File: src/rtl/ram_frame_loader_pkg.sv
// Shared definitions for the stream-to-RAM frame loader (default geometry, FSM encoding).
// Optional LIFO drain order is selected in the top with RAM_FRAME_LOADER_REVERSE_EN.
package ram_frame_loader_pkg;

    localparam int DATA_W_DEF = 8;
    localparam int ADDR_W_DEF = 4;
    localparam int DEPTH_DEF  = 1 << ADDR_W_DEF;

    typedef enum logic [1:0] {
        EMPTY = 2'd0,
        FILL  = 2'd1,
        DRAIN = 2'd2
    } state_t;

endpackage

File: src/rtl/ram_frame_loader_if.sv
// Valid/ready byte stream with a last marker; master drives payload, slave drives ready.
interface ram_frame_loader_if
    import ram_frame_loader_pkg::*;
#(
    parameter int DATA_W = DATA_W_DEF
);
    logic              valid;
    logic              ready;
    logic              last;
    logic [DATA_W-1:0] data;

    modport master (output valid, output data, output last, input ready);
    modport slave  (input valid, input data, input last, output ready);
endinterface

File: src/rtl/ram_frame_loader_frame_ptr_counter.sv
// Frame pointer counter with clear, load, increment and decrement (priority in that order).
module frame_ptr_counter #(
    parameter int W = 5
) (
    input  logic         clk,
    input  logic         reset,
    input  logic         clr,
    input  logic         load,
    input  logic [W-1:0] load_val,
    input  logic         inc,
    input  logic         dec,
    output logic [W-1:0] count
);

    localparam logic [W-1:0] ONE = W'(1);

    always_ff @(posedge clk or posedge reset) begin
        if (reset) begin
            count <= '0;
        end else if (clr) begin
            count <= '0;
        end else if (load) begin
            count <= load_val;
        end else if (inc) begin
            count <= count + ONE;
        end else if (dec) begin
            count <= count - ONE;
        end
    end

endmodule

File: src/rtl/ram_frame_loader.sv
// Store-and-forward controller for an external single-port RAM: fills one frame, then drains it.
// Define RAM_FRAME_LOADER_REVERSE_EN to drain the frame in LIFO order instead of FIFO order.
//
//   state | meaning
//   EMPTY | no frame stored, waiting for the first byte
//   FILL  | frame partially written, accepting bytes
//   DRAIN | frame closed, streaming it out of the RAM
module ram_frame_loader
    import ram_frame_loader_pkg::*;
#(
    parameter int DATA_W = DATA_W_DEF,
    parameter int ADDR_W = ADDR_W_DEF,
    parameter int DEPTH  = DEPTH_DEF
) (
    input  logic                clk,
    input  logic                reset,
    ram_frame_loader_if.slave   in_stream,
    ram_frame_loader_if.master  out_stream,
    output logic [ADDR_W:0]     frame_len,
    output logic                frame_full,
    output logic [ADDR_W-1:0]   ram_addr,
    output logic [DATA_W-1:0]   ram_din,
    output logic                ram_we,
    input  logic [DATA_W-1:0]   ram_dout
);

    localparam logic [ADDR_W:0] LAST_IDX = (ADDR_W+1)'(DEPTH - 1);
    localparam logic [ADDR_W:0] ONE      = (ADDR_W+1)'(1);

    state_t          state;
    state_t          state_nxt;
    logic [ADDR_W:0] wr_cnt;
    logic [ADDR_W:0] rd_cnt;
    logic            draining;
    logic            wr_hs;
    logic            rd_hs;
    logic            at_cap;
    logic            closing;
    logic            last_beat;
    logic            frame_full_nxt;
    logic            wr_clr;
    logic            rd_clr;
    logic            rd_load;
    logic            rd_inc;
    logic            rd_dec;

    assign draining        = (state == DRAIN);
    assign in_stream.ready = !draining && !reset;
    assign wr_hs           = in_stream.valid && in_stream.ready;
    assign rd_hs           = out_stream.valid && out_stream.ready;

    // Write pointer and stored length are the same count while filling.
    assign frame_len = wr_cnt;
    assign at_cap    = (wr_cnt == LAST_IDX);
    assign closing   = wr_hs && (in_stream.last || at_cap);

    assign ram_we   = wr_hs;
    assign ram_din  = in_stream.data;
    assign ram_addr = draining ? rd_cnt[ADDR_W-1:0] : wr_cnt[ADDR_W-1:0];

    assign out_stream.valid = draining;
    assign out_stream.data  = ram_dout;
    assign out_stream.last  = draining && last_beat;

`ifdef RAM_FRAME_LOADER_REVERSE_EN
    // Read pointer preloads to the closing byte's address, then walks down to 0.
    assign last_beat = (rd_cnt == '0);
    assign rd_load   = closing;
    assign rd_inc    = 1'b0;
    assign rd_dec    = rd_hs;
`else
    assign last_beat = (rd_cnt == (wr_cnt - ONE));
    assign rd_load   = 1'b0;
    assign rd_inc    = rd_hs;
    assign rd_dec    = 1'b0;
`endif

    always_ff @(posedge clk or posedge reset) begin
        if (reset) begin
            state      <= EMPTY;
            frame_full <= 1'b0;
        end else begin
            state      <= state_nxt;
            frame_full <= frame_full_nxt;
        end
    end

    always_comb begin
        state_nxt      = state;
        frame_full_nxt = 1'b0;
        wr_clr         = 1'b0;
        rd_clr         = 1'b0;
        case (state)
            EMPTY, FILL: begin
                if (closing) begin
                    state_nxt      = DRAIN;
                    frame_full_nxt = !in_stream.last;
                end else if (wr_hs) begin
                    state_nxt = FILL;
                end
            end
            DRAIN: begin
                if (rd_hs && last_beat) begin
                    state_nxt = EMPTY;
                    wr_clr    = 1'b1;
                    rd_clr    = 1'b1;
                end
            end
            default: state_nxt = EMPTY;
        endcase
    end

    frame_ptr_counter #(.W(ADDR_W + 1)) u_wr_cnt (
        .clk      (clk),
        .reset    (reset),
        .clr      (wr_clr),
        .load     (1'b0),
        .load_val ('0),
        .inc      (wr_hs),
        .dec      (1'b0),
        .count    (wr_cnt)
    );

    frame_ptr_counter #(.W(ADDR_W + 1)) u_rd_cnt (
        .clk      (clk),
        .reset    (reset),
        .clr      (rd_clr),
        .load     (rd_load),
        .load_val (wr_cnt),
        .inc      (rd_inc),
        .dec      (rd_dec),
        .count    (rd_cnt)
    );

endmodule
File: src/flat_wrapper.sv
// flat-port wrapper written by rule: the top's interface ports become plain ports
module ram_frame_loader_flat import ram_frame_loader_pkg::*;
#(
    parameter int DATA_W = DATA_W_DEF,
    parameter int ADDR_W = ADDR_W_DEF,
    parameter int DEPTH  = DEPTH_DEF
)
  (clk, reset, frame_len, frame_full, ram_addr, ram_din, ram_we, ram_dout, in_stream_valid, in_stream_data, in_stream_last, in_stream_ready, out_stream_valid, out_stream_data, out_stream_last, out_stream_ready);
  ram_frame_loader_if #(.DATA_W(DATA_W)) in_stream_i ();
  ram_frame_loader_if #(.DATA_W(DATA_W)) out_stream_i ();
  input  logic clk;
  input  logic reset;
  output logic [ADDR_W:0] frame_len;
  output logic frame_full;
  output logic [ADDR_W-1:0] ram_addr;
  output logic [DATA_W-1:0] ram_din;
  output logic ram_we;
  input  logic [DATA_W-1:0] ram_dout;
  input wire logic [$bits(in_stream_i.valid)-1:0] in_stream_valid;
  input wire logic [$bits(in_stream_i.data)-1:0] in_stream_data;
  input wire logic [$bits(in_stream_i.last)-1:0] in_stream_last;
  output wire logic [$bits(in_stream_i.ready)-1:0] in_stream_ready;
  output wire logic [$bits(out_stream_i.valid)-1:0] out_stream_valid;
  output wire logic [$bits(out_stream_i.data)-1:0] out_stream_data;
  output wire logic [$bits(out_stream_i.last)-1:0] out_stream_last;
  input wire logic [$bits(out_stream_i.ready)-1:0] out_stream_ready;
  assign in_stream_i.valid = in_stream_valid;
  assign in_stream_i.data = in_stream_data;
  assign in_stream_i.last = in_stream_last;
  assign in_stream_ready = in_stream_i.ready;
  assign out_stream_valid = out_stream_i.valid;
  assign out_stream_data = out_stream_i.data;
  assign out_stream_last = out_stream_i.last;
  assign out_stream_i.ready = out_stream_ready;
  ram_frame_loader #(.DATA_W(DATA_W), .ADDR_W(ADDR_W), .DEPTH(DEPTH)) u_core (.clk(clk), .reset(reset), .in_stream(in_stream_i), .out_stream(out_stream_i), .frame_len(frame_len), .frame_full(frame_full), .ram_addr(ram_addr), .ram_din(ram_din), .ram_we(ram_we), .ram_dout(ram_dout));
endmodule
File: config.mk
export PLATFORM = sky130hd
export DESIGN_NAME = ram_frame_loader_flat
export DESIGN_NICKNAME = d
export VERILOG_FILES = /design/src/rtl/ram_frame_loader_pkg.sv /design/src/rtl/ram_frame_loader_if.sv /design/src/rtl/ram_frame_loader_frame_ptr_counter.sv /design/src/rtl/ram_frame_loader.sv /design/src/flat_wrapper.sv
export SDC_FILE = /design/constraint.sdc
export NUM_CORES = 1
export LEC_CHECK = 0
export CORE_ASPECT_RATIO = 1.25
export CORE_MARGIN = 1
export CORE_UTILIZATION = 25
export DETAILED_ROUTE_END_ITERATION = 10
export GPL_ROUTABILITY_DRIVEN = 0
export PLACE_DENSITY = 0.67
export REMOVE_ABC_BUFFERS = 1
export SYNTH_ARGS = -nofsm -noshare
export SYNTH_HDL_FRONTEND = slang
export SYNTH_SLANG_ARGS = --single-unit
File: constraint.sdc
create_clock -name clk -period 2.4 [get_ports clk]
set_clock_uncertainty 0.1 [all_clocks]
set_input_delay 0.6 -clock clk [delete_from_list [all_inputs] [get_ports clk]]
set_output_delay 0.6 -clock clk [all_outputs]
set_load 0.02 [all_outputs]
==> results_dict.tcl <==
set metrics [dict create \
    status "complete, but fails checks" \
    violations "negative setup slack" \
    avgSynthCellArea_um2 9.34 \
    htreeDepth 1 \
    drt-total-wl_um 2650 \
    power_density_nw_per_um2 1400 \
    power_w 0.00185 \
    num_antenna_cells 0 \
    port_buffers 18 \
    antenna_found_initial 0 \
    leakage_nw 0.591 \
    final_util_pct 34.8 \
    tightest_slew_ns 0.537 \
    clk_path_buf_depth 2 \
    slowest_stage "dfrtp_1" \
    hold_viol 0 \
    seq_area_frac_synth_pct 32.3 \
    synthArstFlopShare_pct 100 \
    io_pins 51 \
    path_max_fanout 4 \
    stdcell_count 180 \
    dr_total_vias 832 \
    cts-root-buf "clkbuf_8" \
    grt-ovfl-total 0 \
    avgViaCountPerCell 4.62 \
    start_kind "register" \
    synthesis.area_um2 1010 \
    slowest_delay_ns 0.39 \
    cp-end-kind "primary output" \
    yosys_warnings 0 \
    place_ws_ns -0.369 \
    critPathArrivalTime_ns 1.81 \
    vdd_drop_max_mv 0.331 \
    final_common_cell "buf_4" \
    cts_sinks 13 \
    yosysUniqueCellTypes 38 \
    die-area_um2 4290 \
    n_fill_cell 404 \
    dieWidth_um 58.8 \
    cp_data_required_time_ns 1.70 \
    core_area_um2 3820 \
    finalSetupViolCount 1 \
    die_y_um 73.0 \
    cts_tree "yes" \
    start_util_pct 26.4 \
    grt_max_degree 14 \
    cts_buffers 3 \
    clkLatencyLatePin_ns 0.25 \
    grt_setup_unrepaired "yes" \
    ys_ff_latch 13 \
    first_iter_violations 13 \
    hpwl_um 1990 \
    grt.total_usage_pct 13.9 \
    drive_gt1_share_pct 33.3 \
    critPathBufInv 2 \
    syn_to_final_growth_pct 31.6 \
    grt_pass1_vias 844 \
    finalSetupTns_ns -0.113 \
    clk_pin_slew_ns 0.05 \
    synth_ff_type "dfrtp_1" \
    drc 0 \
    grt_pass1_wl_um 4330 \
    drtAntennaViolNets 0 \
    path_class "register to primary output" \
    maxSlewViolCount 0 \
    timing.max_cap.violations 0 \
    wl_per_cell_um 14.7 \
    synth-edff-count 0 \
    first_pass_iters 4 \
    synthCells 108 \
    critical-path-top-delay-family "compound AO/OA/AOI/OAI gates" \
    rows 25 \
    nNetsFinal 152 \
    fin_crit_ns 2.51 \
    timing.final.crit_share_pct 105 \
    relSlewSlack_pct 64.2 \
    final_cell_mix "buf_4, dfrtp_1, clkdlybuf4s50_1" \
    cp_cell_sequence "inv_2, ha_4, o21bai_1, o2bb2ai_2, a2111oi_4, and2_4, buf_6" \
    worst_slack_ns -0.113 \
    max_freq_ghz 0.398 \
    dp_cells 174 \
    worstHoldPathType "register to register" \
]
[sequential cells by signal, summed over array words and instances, names as in the netlist]
name / count
u_core.u_rd_cnt.count: 5
u_core.u_wr_cnt.count: 5
u_core.state: 2
u_core.frame_full: 1
[per-layer routing]
layer | track usage, % | vias up | share of wire (%)
met5 | 0 | - | 0
met4 | 5.56 | 0 | 1.2
met3 | 7.98 | 4 | 9.4
met2 | 21.2 | 40 | 51
met1 | 15.9 | 400 | 38
li1 | - | 388 | -
[Yosys cell counts (2+ instances only)]
cell      instances  share of area, %
a21o_1            3               2.2
a21oi_1           4               2.0
a21oi_2           2               1.7
and3_1            2               1.2
buf_4            16                12
buf_6             2               2.2
clkbuf_1          2              0.74
dfrtp_1          13                32
ha_1              4               5.0
inv_1             4               1.5
mux2_2            2               2.2
mux2i_1           2               2.0
nand2_1          10               3.7
nand3_1           2              0.99
nor2_1            7               2.6
o21ai_0           4               2.0
or3_1             2               1.2
xnor2_1           5               4.3
xor2_1            3               2.6
[cell type report]
| cell class | instances | area, um2 | share of cell area, % |
|---|---|---|---|
| clock buffer | 4 | 45.0 | 3.39 |
| inverter | 4 | 15.0 | 1.13 |
| tap | 54 | 67.6 | 5.09 |
| timing repair buffer | 36 | 313 | 23.6 |
| multi-input combinational | 69 | 562 | 42.3 |
| sequential | 13 | 325 | 24.5 |
[what timing repair did]
item | in CTS | in global routing
buffers inserted | 0 | 2
hold buffers | 0 | 0
resized for setup | 11 | 18
pin swaps | 1 | 7
setup endpoints to repair | 7 | 4
[power by group]
group	switching [W]	internal [W]	total, W
registers	0.000104	0.000302	0.000406
logic	0.000634	0.000611	0.00125
clock network	0.0000828	0.000118	0.000200
total	0.000822	0.00103	0.00185
[per-stage QoR]
stage	cell area (um2)	hold WS (ns)
3_5_place_dp	1220	0.379
3_3_place_gp	1220	0.351
6_report	1330	0.399
4_1_cts	1250	0.390
2_1_floorplan	848	0.341
5_1_grt	1330	0.425
[final timing paths]
check	startpoint	end	slack (ns)	cells after the start
worst min-delay path	u_core.state[1]$_DFFE_PP0P_	u_core.state[0]$_DFFE_PP0P_	0.40	1
worst min register to register	u_core.state[1]$_DFFE_PP0P_	u_core.state[0]$_DFFE_PP0P_	0.40	1
worst max register to register	u_core.u_wr_cnt.count[0]$_DFFE_PP0P_	u_core.u_rd_cnt.count[2]$_DFFE_PP0P_	0.26	9
min in group asynchronous	reset	u_core.u_wr_cnt.count[2]$_DFFE_PP0P_	0.76	3
worst max-delay path	u_core.u_wr_cnt.count[0]$_DFFE_PP0P_	out_stream_last	-0.11	7
max in group asynchronous	reset	u_core.u_rd_cnt.count[2]$_DFFE_PP0P_	1.09	3
[cells by family (layout without fill, tap and decap cells)]
logic type,after synthesis,in the layout,share of synthesized area (%)
mux,4,4,4.22
flops,13,13,32.3
fa+ha+maj,4,4,4.96
compound gates,20,20,16.1
buf+inv,26,44,17.4
simple gates,32,32,16.5
xor+xnor,9,9,8.56
Power figures use the tool's default switching activity.
